## config.mk

```make
export PLATFORM = sky130hd
export DESIGN_NAME = pipeline_uart_tx_scheduler
export DESIGN_NICKNAME = d
export VERILOG_FILES = /design/src/rtl/pipeline_uart_tx_scheduler.sv
export SDC_FILE = /design/constraint.sdc
export NUM_CORES = 1
export LEC_CHECK = 0
export ABC_AREA = 1
export CAP_MARGIN = 15
export CORE_MARGIN = 10
export CORE_UTILIZATION = 35
export DETAILED_ROUTE_END_ITERATION = 10
export PLACE_DENSITY = 0.59
export SLEW_MARGIN = 0
export SYNTH_ARGS = -nofsm -noshare
export SYNTH_HDL_FRONTEND = slang
export SYNTH_SLANG_ARGS = --single-unit
```

## constraint.sdc

```tcl
create_clock -name clk -period 3 [get_ports clk]
set_input_delay 0.45 -clock clk [delete_from_list [all_inputs] [get_ports clk]]
set_output_delay 0.45 -clock clk [all_outputs]
set_load 0.1 [all_outputs]
```

## src/rtl/pipeline_uart_tx_scheduler.sv

```systemverilog
// Two-requester byte scheduler in front of one UART transmitter: per-requester
// FIFOs, round-robin grant, and the TX_EN / TX_STATUS launch handshake.
module pipeline_uart_tx_scheduler #(
  parameter int DEPTH       = 4,
  parameter int ARM_TIMEOUT = 8,
  parameter int GAP_CYCLES  = 2
) (
  input  logic       clk,
  input  logic       reset,
  input  logic       req0_valid,
  input  logic [7:0] req0_data,
  output logic       req0_ready,
  input  logic       req1_valid,
  input  logic [7:0] req1_data,
  output logic       req1_ready,
  input  logic       TX_STATUS,
  output logic       TX_EN,
  output logic [7:0] TX_DATA,
  output logic       busy,
  output logic       done_pulse,
  output logic       done_src,
  output logic       tx_err,
  input  logic       err_clr
);
  localparam int PW   = (DEPTH > 1) ? $clog2(DEPTH) : 1;
  localparam int CW   = PW + 1;
  localparam int TMAX = (ARM_TIMEOUT > GAP_CYCLES) ? ARM_TIMEOUT : GAP_CYCLES;
  localparam int TW   = (TMAX > 1) ? $clog2(TMAX + 1) : 1;
  localparam logic [CW-1:0] FULL    = CW'(DEPTH);
  localparam logic [TW-1:0] ARM_LIM = TW'(ARM_TIMEOUT);
  localparam logic [TW-1:0] GAP_LIM = TW'(GAP_CYCLES);

  typedef enum logic [2:0] {IDLE, LAUNCH, ARM, WAIT_DONE, GAP} state_t;
  localparam state_t AFTER_FRAME = (GAP_CYCLES == 0) ? IDLE : GAP;

  state_t        state_q, state_d;
  logic [7:0]    mem_q [2][DEPTH];
  logic [7:0]    mem_d [2][DEPTH];
  logic [PW-1:0] wptr_q [2];
  logic [PW-1:0] wptr_d [2];
  logic [PW-1:0] rptr_q [2];
  logic [PW-1:0] rptr_d [2];
  logic [CW-1:0] cnt_q [2];
  logic [CW-1:0] cnt_d [2];
  logic [7:0]    in_data [2];
  logic [1:0]    in_valid, ready, push, pop, nonempty;
  logic          grant;
  logic          last_grant_q, last_grant_d;
  logic          src_q, src_d;
  logic [7:0]    tx_data_q, tx_data_d;
  logic          tx_en_q, tx_en_d;
  logic [TW-1:0] timer_q, timer_d;
  logic          done_pulse_q, done_pulse_d;
  logic          done_src_q, done_src_d;
  logic          tx_err_q, tx_err_d;

  assign in_valid   = {req1_valid, req0_valid};
  assign in_data[0] = req0_data;
  assign in_data[1] = req1_data;

  always_comb begin
    for (int i = 0; i < 2; i++) begin
      ready[i]    = cnt_q[i] < FULL;
      nonempty[i] = cnt_q[i] != '0;
      push[i]     = in_valid[i] & ready[i];
    end
  end

  assign req0_ready = ready[0];
  assign req1_ready = ready[1];
  assign busy       = (state_q != IDLE) | (|nonempty);
  // Tie goes to whoever did not win last; last_grant resets to 1 so requester 0 wins first.
  assign grant      = (&nonempty) ? ~last_grant_q : nonempty[1];

  assign TX_EN      = tx_en_q;
  assign TX_DATA    = tx_data_q;
  assign done_pulse = done_pulse_q;
  assign done_src   = done_src_q;
  assign tx_err     = tx_err_q;

  always_comb begin
    mem_d = mem_q;
    for (int i = 0; i < 2; i++) begin
      wptr_d[i] = wptr_q[i];
      rptr_d[i] = rptr_q[i];
      cnt_d[i]  = cnt_q[i];
      if (push[i]) begin
        mem_d[i][wptr_q[i]] = in_data[i];
        wptr_d[i]           = wptr_q[i] + PW'(1);
      end
      if (pop[i]) rptr_d[i] = rptr_q[i] + PW'(1);
      case ({push[i], pop[i]})
        2'b10:   cnt_d[i] = cnt_q[i] + CW'(1);
        2'b01:   cnt_d[i] = cnt_q[i] - CW'(1);
        default: cnt_d[i] = cnt_q[i];
      endcase
    end
  end

  always_comb begin
    state_d      = state_q;
    pop          = '0;
    last_grant_d = last_grant_q;
    src_d        = src_q;
    tx_data_d    = tx_data_q;
    tx_en_d      = 1'b0;
    timer_d      = timer_q;
    done_pulse_d = 1'b0;
    done_src_d   = done_src_q;
    tx_err_d     = err_clr ? 1'b0 : tx_err_q;
    case (state_q)
      IDLE: begin
        if (|nonempty) begin
          pop[grant]   = 1'b1;
          tx_data_d    = mem_q[grant][rptr_q[grant]];
          src_d        = grant;
          last_grant_d = grant;
          state_d      = LAUNCH;
        end
      end
      LAUNCH: begin
        tx_en_d = 1'b1;
        timer_d = '0;
        state_d = ARM;
      end
      ARM: begin
        if (!TX_STATUS) begin
          state_d = WAIT_DONE;
        end else begin
          timer_d = timer_q + TW'(1);
          // A timeout sets tx_err even when err_clr is asserted in the same cycle.
          if (timer_d == ARM_LIM) begin
            tx_err_d     = 1'b1;
            done_pulse_d = 1'b1;
            done_src_d   = src_q;
            timer_d      = '0;
            state_d      = AFTER_FRAME;
          end
        end
      end
      WAIT_DONE: begin
        if (TX_STATUS) begin
          done_pulse_d = 1'b1;
          done_src_d   = src_q;
          timer_d      = '0;
          state_d      = AFTER_FRAME;
        end
      end
      GAP: begin
        timer_d = timer_q + TW'(1);
        if (timer_d == GAP_LIM) state_d = IDLE;
      end
      default: state_d = IDLE;
    endcase
  end

  always_ff @(posedge clk or posedge reset) begin
    if (reset) begin
      state_q      <= IDLE;
      for (int i = 0; i < 2; i++) begin
        wptr_q[i] <= '0;
        rptr_q[i] <= '0;
        cnt_q[i]  <= '0;
      end
      last_grant_q <= 1'b1;
      src_q        <= 1'b0;
      tx_data_q    <= 8'h00;
      tx_en_q      <= 1'b0;
      timer_q      <= '0;
      done_pulse_q <= 1'b0;
      done_src_q   <= 1'b0;
      tx_err_q     <= 1'b0;
    end else begin
      state_q      <= state_d;
      wptr_q       <= wptr_d;
      rptr_q       <= rptr_d;
      cnt_q        <= cnt_d;
      last_grant_q <= last_grant_d;
      src_q        <= src_d;
      tx_data_q    <= tx_data_d;
      tx_en_q      <= tx_en_d;
      timer_q      <= timer_d;
      done_pulse_q <= done_pulse_d;
      done_src_q   <= done_src_d;
      tx_err_q     <= tx_err_d;
    end
  end

  // FIFO storage carries no reset; occupancy is governed by the pointers and counts.
  always_ff @(posedge clk) begin
    mem_q <= mem_d;
  end

endmodule

```

# [Word level (Yosys, flattened, before mapping)]
# Cells that the tools add are included.
# Widths: inputs -> output; s select.
[classes] add_sub_neg=9 n_lt_le_gt_ge=10 eq_ne=16 mux=45 n_bitwise=8 reduce_logical=17
[op_table] op="$mux 32" n=3
[op_table] op="$bwmux 32" n=2
[op_table] op="$demux 8 s2" n=2
[op_table] op="$mux 8" n=4
[op_table] op="$bmux 8 s2" n=1
[op_table] op="$pmux 4 s4" n=1
[op_table] op="$mux 3" n=5
[op_table] op="$pmux 3 s5" n=1
[op_table] op="$mux 1" n=13
[op_table] op="$mux 4" n=3
[op_table] op="$pmux 3 s2" n=2
[op_table] op="$mux 2" n=5
[op_table] op="$ne 2x2->1 const B" n=5
[op_table] op="$ge 3x3->1 const B" n=3
[op_table] op="$not 2->3" n=3
[op_table] op="$reduce_bool 3->1" n=3
[op_table] op="$add 2x1->2 const B" n=4
[op_table] op="$reduce_and 4->1" n=2
[op_table] op="$add 3x1->3 const B" n=2
[op_table] op="$eq 3x2->1 const B" n=2
[op_table] op="$lt 3x1->1 const B" n=2
[op_table] op="$lt 3x3->1 const B" n=2
[op_table] op="$reduce_bool 2->1" n=3
[op_table] op="$sub 3x1->3 const B" n=2
[op_table] op="23 further kinds" n=30
[totals] reg_bits=99 in_bits=22 out_inout_bits=15 elab_cells=128

# [Depth between registers and ports, before layout]
# Gate-level depths: netlist of run 1.
[logic_depth] ltp_word=11 ltp_mapped=14 mapped_depth_nobuf=12

# [Worst setup path after synthesis of run 1]
# OpenSTA, ideal clock, no wires.
[synth_path] path_type="register to register" start="register cnt_q[2] in the netlist's numbering" end="register cnt_q[5] in the netlist's numbering" setup_time_ns=0.160 arrival_time_ns=2.360 required_time_ns=2.840 setup_slack_ns=0.479 stages_incl_launch_ff=14 path_buffers=2 period_less_slack_ns=2.521 cell_sequence="dfrtp_1 -> inv_2 -> nand3_4 -> nand2_2 -> buf_6 -> buf_6 -> nand2_1 -> inv_1 -> ha_1 -> inv_1 -> fa_1 -> a21oi_1 -> o21ai_0 -> xor2_1"
[synth_between] elab_chain_cells=11 elab_cells_between_ends=15 classes_between="2 x order compare; 2 x eq/ne; 6 x mux; 5 x reduce/logical"
[synth_lines] item="start: declaration" line="43" text="logic [CW-1:0] cnt_q [2];"
[synth_lines] item="start signal: assignment" line="177" text="cnt_q <= cnt_d;"
[synth_lines] item="$reduce_bool 3->1 *" line="64" text="nonempty[i] = cnt_q[i] != '0;"
[synth_lines] item="$reduce_and 2->1" line="73" text="assign grant = (&nonempty) ? ~last_grant_q : nonempty[1];"
[synth_lines] item="$mux 1" line="73"
[synth_lines] item="$lt 1x2->1 (not written as such) or $ge 1x1->1 (tied branches)" line="114" text="pop[grant] = 1'b1;"
[synth_lines] item="$logic_and 1x1->1 (not written as such)" line="114"
[synth_lines] item="$mux 1 (not written as such)" line="114"
[synth_lines] item="$demux 1 s1" line="114"
[synth_lines] item="$mux 2 *" line="113" text="if (|nonempty) begin"
[synth_lines] item="$mux 2 *" line="111" text="case (state_q)"
[synth_lines] item="via pop[0]" line="46" text="logic [1:0] in_valid, ready, push, pop, nonempty;"
[synth_lines] item="$eq 2x1->1 or $eq 2x2->1 (tied branches)" line="92" text="case ({push[i], pop[i]})"
[synth_lines] item="$pmux 3 s2 or $reduce_bool 2->1 (tied branches)"
# Mark *: on every way through the listed nets, which the timed path passes. The rest lies on a longest branch.
# A chain may end at the register's enable or synchronous reset.

# [Worst setup path after layout of run 1]
[layout_path] start="register cnt_q[3] in the netlist's numbering" end="register cnt_q[2] in the netlist's numbering"
# Same word-level chain as after synthesis.

==> results of run 1 <==
## power by group through the flow
stage / registers [mW] / clock network (mW) / logic [mW]
after global routing: 2.02 / 1.23 / 3.45
after global placement: 2.00 / 0 / 3.02
after CTS: 1.99 / 1.17 / 3.09
after floorplan: 2.41 / 0 / 2.04
final: 1.98 / 1.14 / 3.06
after detailed placement: 2.01 / 0 / 3.07
## cells in the final DEF, fill, tap and decap left out, types with 4 or more instances in the layout
| cell | instances |
|---|---|
| o21ai_0 | 11 |
| ha_1 | 12 |
| buf_4 | 26 |
| edfxtp_1 | 64 |
| inv_1 | 33 |
| dfrtp_1 | 34 |
| clkbuf_16 | 9 |
| a21oi_1 | 7 |
| xor2_1 | 8 |
| nor2_1 | 20 |
| nand3_1 | 37 |
| clkdlybuf4s50_1 | 21 |
| nand2_1 | 183 |
| nand2_2 | 4 |
## logic make-up after synthesis
logic type	count (synthesis)
buffers and inverters	49
AND/OR/NAND/NOR	256
AO/OA/AOI/OAI	23
XOR/XNOR	11
flip-flops	99
adder cells (fa/ha/maj)	14
## synth_stat cells, drive strengths merged
cell	n	area, sq um
nand2	190	746
edfxtp	64	1920
nand3	38	203
inv	36	135
dfrtp	34	851
nor2	23	104
ha	12	150
o21ai	12	71.3
buf	9	76.3
xor2	8	70.1
a21oi	7	35.0
clkbuf	3	11.3
xnor2	3	26.3
fa	2	40.0
nand3b	2	15.0
nand4	2	12.5
o22ai	2	12.5
clkinv	1	3.75
dfstp	1	26.3
nor3	1	5.00
o211ai	1	7.51
o21bai	1	7.51
## worst max-delay path, delay by kind of cell, from the launching register on
kind | cells | cell delay [ns]
fa+ha+maj | 2 | 0.55
simple gates | 5 | 0.84
buf+inv | 1 | 0.06
compound gates | 2 | 0.28
flops | 1 | 0.41
xor+xnor | 1 | 0.16
## per-layer routing
layer,wire length (um),vias up,part of all wire
met1,4350,1472,0.46
met5,0,-,0
li1,-,1555,-
met4,278,0,0.029
met2,4390,66,0.46
met3,483,18,0.051
## flip-flops by register name, summed over array words and instances, names as in the netlist
signal / flops
done_src: 1
done_pulse: 1
TX_EN: 1
TX_DATA: 8
src_q: 1
last_grant_q: 1
wptr_q: 4
rptr_q: 4
tx_err: 1
mem_q: 64
timer_q: 4
state_q: 3
cnt_q: 6
## final cells by class
cell class,count,area (sq um)
Clock buffer,9,225
Timing Repair Buffer,47,405
Sequential cell,99,2800
Inverter,37,139
Clock inverter,7,67.6
Fill cell,1226,7310
Tap cell,172,215
Multi-Input combinational cell,304,1510
## final timing paths
| kind | startpoint | to | cells past startpoint |
|---|---|---|---|
| min in group asynchronous | reset | wptr_q[1] | 3 |
| hold / removal | rptr_q[3] | rptr_q[3] | 1 |
| setup / recovery | cnt_q[3] | cnt_q[2] | 11 |
| max in group asynchronous | reset | last_grant_q | 3 |
| hold reg to reg | rptr_q[3] | rptr_q[3] | 1 |
| setup reg to reg | cnt_q[3] | cnt_q[2] | 11 |
## metrics by stage
stage / worst slack [ns] / instances / utilization / power [mW] / hold slack (ns)
after floorplan: 0.479 / 452 / - / 4.45 / 0.442
after global placement: 0.638 / 659 / 0.400 / 5.02 / 0.459
after detailed placement: 0.568 / 659 / 0.400 / 5.08 / 0.463
after CTS: 0.563 / 675 / 0.423 / 6.25 / 0.476
after global routing: 0.385 / 675 / 0.423 / 6.70 / 0.488
final: 0.576 / 675 / 0.423 / 6.18 / 0.470
==> summary.txt, run 1 <==
Outcome
  • Status: complete, no violations

Synthesis
  • Xor and xnor fraction of the mapped netlist area: 0.0213
  • Syn_nets: 488
  • Compound-Gate Fraction of Synth Area: 0.0295
  • Yosys warns: 0
  • Post-Synth Simple-Gate Area: 0.239
  • Syn Area/Cell: 10.0 sq um
  • Mux share of post-synthesis cell area: 0
  • Adder-cell share of the synthesized area: 0.0420
  • #FFs+latches synth: 99
  • Cell count after synthesis: 452
  • Largest family of logic cells by synthesized area: simple AND/OR/NAND/NOR gates
  • Syn Std Cell Area: 4530 sq um
  • Seq/Total Area, Yosys: 0.618
  • Post-synth cell types: 30

STA
  • Slew headroom: 0.693
  • Slew Viols, Final: 0
  • Min cycle time layout: 2.42 ns
  • Clock skew: 0.00497 ns
  • Final Hold Fails: 0
  • Final worst-path cycle share: 0.808
  • Fmax: 0.413 GHz
  • Slew of the pin with the lowest slew margin: 0.460 ns
  • RSZ-0062 raised after global routing: no
  • Sum Neg Setup Slack: 0 ns
  • Final setup fails: 0

Placed design
  • Final HPWL DP: 6680 um
  • Final Wtd Congestion: 0.766
  • Buffers added on ports: 36
  • Post-Place Cell Area: 5060 sq um

Pwr
  • Sw Pwr: 2.87 mW
  • Clock power frac: 0.185
  • P_leak: 2.38 nW
  • Switch share: 0.464
  • Sequential share of power: 0.321
  • Worst-case vdd ir drop: 0.000490 V
  • Logic pwr share: 0.495
  • Cell internal pwr: 3.31 mW
  • Power Density: 1150 nW/um^2

Clocking
  • Number of CTS-inserted buffers: 9
  • Worst-path clk slew: 0.07 ns
  • Number of hold buffers added after cts: 0
  • Root Buffer: clkbuf_16
  • Post-CTS Resized: 0
  • Setup Fix Bufs, Post-CTS: 0
  • Max Root-Sink Buffers: 2
  • H-Tree Level Count: 3
  • Clock latency on the worst-skew pair: 0.35 ns
  • CTS tree: yes
  • CTS Sinks: 99

Min path
  • Path type of the worst min-delay path: reg2reg

Worst setup path
  • Critical Path RT: 3.22 ns
  • R2r setup slk: 0.58 ns
  • Critical Path Start Type: flop
  • CP Data Arrival Time: 2.65 ns
  • CP Class: reg2reg
  • Slowest-stage cell, CP: dfrtp_1
  • Worst path max stage delay: 0.41 ns
  • Crit path max fanout: 35
  • CP most frequent cell: nand2_2
  • Critical path cell sequence: nor2_1 > nand2_2 > nand2_4 > nand2_2 > nor2_4 > ha_1 > inv_1 > fa_1 > a21oi_1 > o21ai_0 > xor2_1
  • Worst Setup End Kind: flop

Cells and area
  • Net count reported at finish: 534
  • Cell area after layout: 5360 sq um
  • Fraction of layout cells with a size suffix above 1: 0.113
  • Area grow syn2layout: 18.2%
  • Diodes inserted: 0

GRT
  • Vias in the first global route: 3163
  • Global-route wire length before repair: 15800 um
  • Total grt overflow: 0
  • Largest net degree at the start of global routing: 36
  • GR Util met2: 0.175
  • Gr busiest metal: met2
  • Total track usage: 0.112
  • Met3 Use GR: 0.0302
  • Met1 Usage GRT: 0.138
  • Initial antenna violation count: 0

Detailed routing
  • Antenna-violating nets left: 0
  • Pre-antenna DRT Iters: 7
  • DRC: 0
  • Vias: 3111
  • Routed WL per cell: 14.1 um
  • Via-to-Cell Ratio: 4.61
  • Iter 0 DRT Violations: 229
  • Routed Wire Length: 9500 um

Floorplanning
  • Core Region: 12700 sq um
  • Die Height: 134 um
  • Initial Util: 0.358
  • # rows: 41
  • Die W: 134 um
  • Top Ports: 37
  • Die area: 17900 sq um

Job
  • Count of max-cap constraint violations: 0
No activity file was read; power rests on OpenSTA's default activity.
==> inputs of run 2 (changes only) <==
- clock period: 3 -> 2.3 ns (I/O delays scaled with it)
==> summary.txt, run 2 (synthesized netlist as in run 1, its figures left out) <==
Outcome
  • Status: complete, no violations (unchanged)

Clocking
  • Worst-path clk slew: 0.07 ns (about the same)
  • Max Root-Sink Buffers: 2 (unchanged)
  • Number of hold buffers added after cts: 0 (unchanged)
  • Clock latency on the worst-skew pair: 0.35 ns (about the same)
  • Root Buffer: clkbuf_16 (unchanged)
  • Number of CTS-inserted buffers: 9 (unchanged)
  • CTS Sinks: 99 (unchanged)
  • H-Tree Level Count: 3 (unchanged)
  • CTS tree: yes (unchanged)

Min path
  • Path type of the worst min-delay path: in2async (was reg2reg)

Cells and area
  • Area grow syn2layout: 19.3% (was 18.2%)
  • Most frequent cells in the layout: nand2_1 (183), edfxtp_1 (64), nand3_1 (36), dfrtp_1 (33), inv_1 (32) (was nand2_1 (183), edfxtp_1 (64), nand3_1 (37), dfrtp_1 (34), inv_1 (33))
  • Commonest non-fill, non-tap cell in the layout: nand2_1 (unchanged)
  • Max FFs per register: 64 (unchanged)
  • Net count reported at finish: 538 (was 534)
  • Most flop-heavy register: mem_q (unchanged)
  • Fraction of layout cells with a size suffix above 1: 0.124 (was 0.113)
  • Fin util: 0.426 (was 0.423)
  • Fill cells: 1195 (was 1226)
  • Final cell count without fillers: 679 (was 675)
  • Diodes inserted: 0 (unchanged)

Worst setup path
  • Worst Setup End Kind: flop (unchanged)
  • Critical Path RT: 2.52 ns (was 3.22 ns)
  • Crit path max fanout: 5 (was 35)
  • CP Class: reg2reg (unchanged)
  • FF-to-FF path depth: 11 (unchanged)
  • CP Data Arrival Time: 2.34 ns (was 2.65 ns)
  • Critical Path Start Type: flop (unchanged)

Placed design
  • Final HPWL DP: 6780 um (was 6680 um)
  • Final Wtd Congestion: 0.803 (was 0.766)
  • Placed cell count: 663 (was 659)
  • Buffers added on ports: 36 (unchanged)

Floorplanning
  • Die area: 17900 sq um (unchanged)
  • Die W: 134 um (unchanged)
  • Core Region: 12700 sq um (unchanged)
  • Initial Util: 0.358 (unchanged)
  • Die Height: 134 um (unchanged)
  • Top Ports: 37 (unchanged)
  • # rows: 41 (unchanged)

STA
  • Final worst-path cycle share: 0.922 (was 0.808)
  • Sum Neg Setup Slack: 0 ns (unchanged)
  • Slew Viols, Final: 0 (unchanged)
  • Min cycle time layout: 2.12 ns (was 2.42 ns)
  • Slew headroom: 0.692 (was 0.693)
  • Fmax: 0.472 GHz (was 0.413 GHz)
  • Clock skew: 0.00998 ns (was 0.00497 ns)
  • Final setup fails: 0 (unchanged)
  • Final Hold Fails: 0 (unchanged)
  • RSZ-0062 raised after global routing: no (unchanged)
  • Slew of the pin with the lowest slew margin: 0.460 ns (about the same)

GRT
  • Total grt overflow: 0 (unchanged)
  • Total track usage: 0.112 (about the same)
  • Initial antenna violation count: 0 (unchanged)
  • Vias in the first global route: 3116 (was 3163)
  • Largest net degree at the start of global routing: 37 (was 36)
  • Global-route wire length before repair: 15800 um (about the same)

Pwr
  • Worst-case vdd ir drop: 0.000466 V (was 0.000490 V)
  • Power Density: 1500 nW/um^2 (was 1150 nW/um^2)
  • P_leak: 2.39 nW (was 2.38 nW)

Detailed routing
  • DRC: 0 (unchanged)
  • Routed WL per cell: 14.3 um (was 14.1 um)
  • Vias: 3124 (was 3111)
  • Antenna-violating nets left: 0 (unchanged)
  • Routed Wire Length: 9730 um (was 9500 um)
  • Iter 0 DRT Violations: 214 (was 229)
  • Pre-antenna DRT Iters: 5 (was 7)
  • Via-to-Cell Ratio: 4.60 (was 4.61)

Job
  • Count of max-cap constraint violations: 0 (unchanged)
-- run 2: what timing repair did --
item / 4_1_cts / 5_1_grt
endpoints found under the setup margin: 0 / 1
buffers inserted: 0 / 0
resized for setup: 0 / 2
-- run 2: layer usage --
layer | share of wire | GRT usage | up-vias
li1 | - | - | 1563
met1 | 0.45 | 0.139 | 1457
met2 | 0.47 | 0.181 | 84
met3 | 0.059 | 0.0362 | 20
met4 | 0.021 | 0.0387 | 0
met5 | 0 | 0 | -
-- run 2: where the power goes --
group	switching, mW	internal [mW]	leakage, nW
Sequential	0.250	2.36	1.01
Clock	0.662	0.745	0.133
Combinational	2.93	1.17	1.25
-- run 2: final cells by class --
type / count / area (sq um) / share of cell area
clock buffer: 10 / 229 / 0.0424
inverter: 37 / 148 / 0.0273
clock inverter: 6 / 48.8 / 0.00903
tap: 172 / 215 / 0.0398
multi-input combinational: 304 / 1520 / 0.280
timing repair buffer: 51 / 448 / 0.0829
sequential: 99 / 2800 / 0.518
-- run 2: final timing paths --
path                                  from           end  slack [ns]
worst max-delay path            state_q[0]      cnt_q[5]        0.18
worst min-delay path                 reset    timer_q[2]        0.40
worst max register to register  state_q[0]      cnt_q[5]        0.18
worst min register to register   rptr_q[3]     rptr_q[3]        0.47
max in group asynchronous            reset  last_grant_q        1.56
min in group clk                 rptr_q[3]     rptr_q[3]        0.47
-- run 2: stage by stage --
stage                     setup WS, ns  hold WS (ns)  area [sq um]  power [mW]
after CTS                        0.138         0.416          5400        8.18
after global placement           0.224         0.458          5120        6.67
final                            0.180         0.395          5400        8.12
after floorplan                0.00504         0.441          4540        5.83
after global routing            0.0162         0.449          5400        8.80
after detailed placement         0.164         0.459          5120        6.75
-- run 2: critical path, stage by stage (launching register included) --
cell and delay, ns:
dfrtp_1 0.45, nor2_4 0.16, nand2_2 0.12, nor2_4 0.13, nand2_1 0.07, inv_1 0.08
ha_1 0.13, inv_1 0.07, fa_1 0.39, a21oi_1 0.17, o21ai_1 0.10, xor2_1 0.14
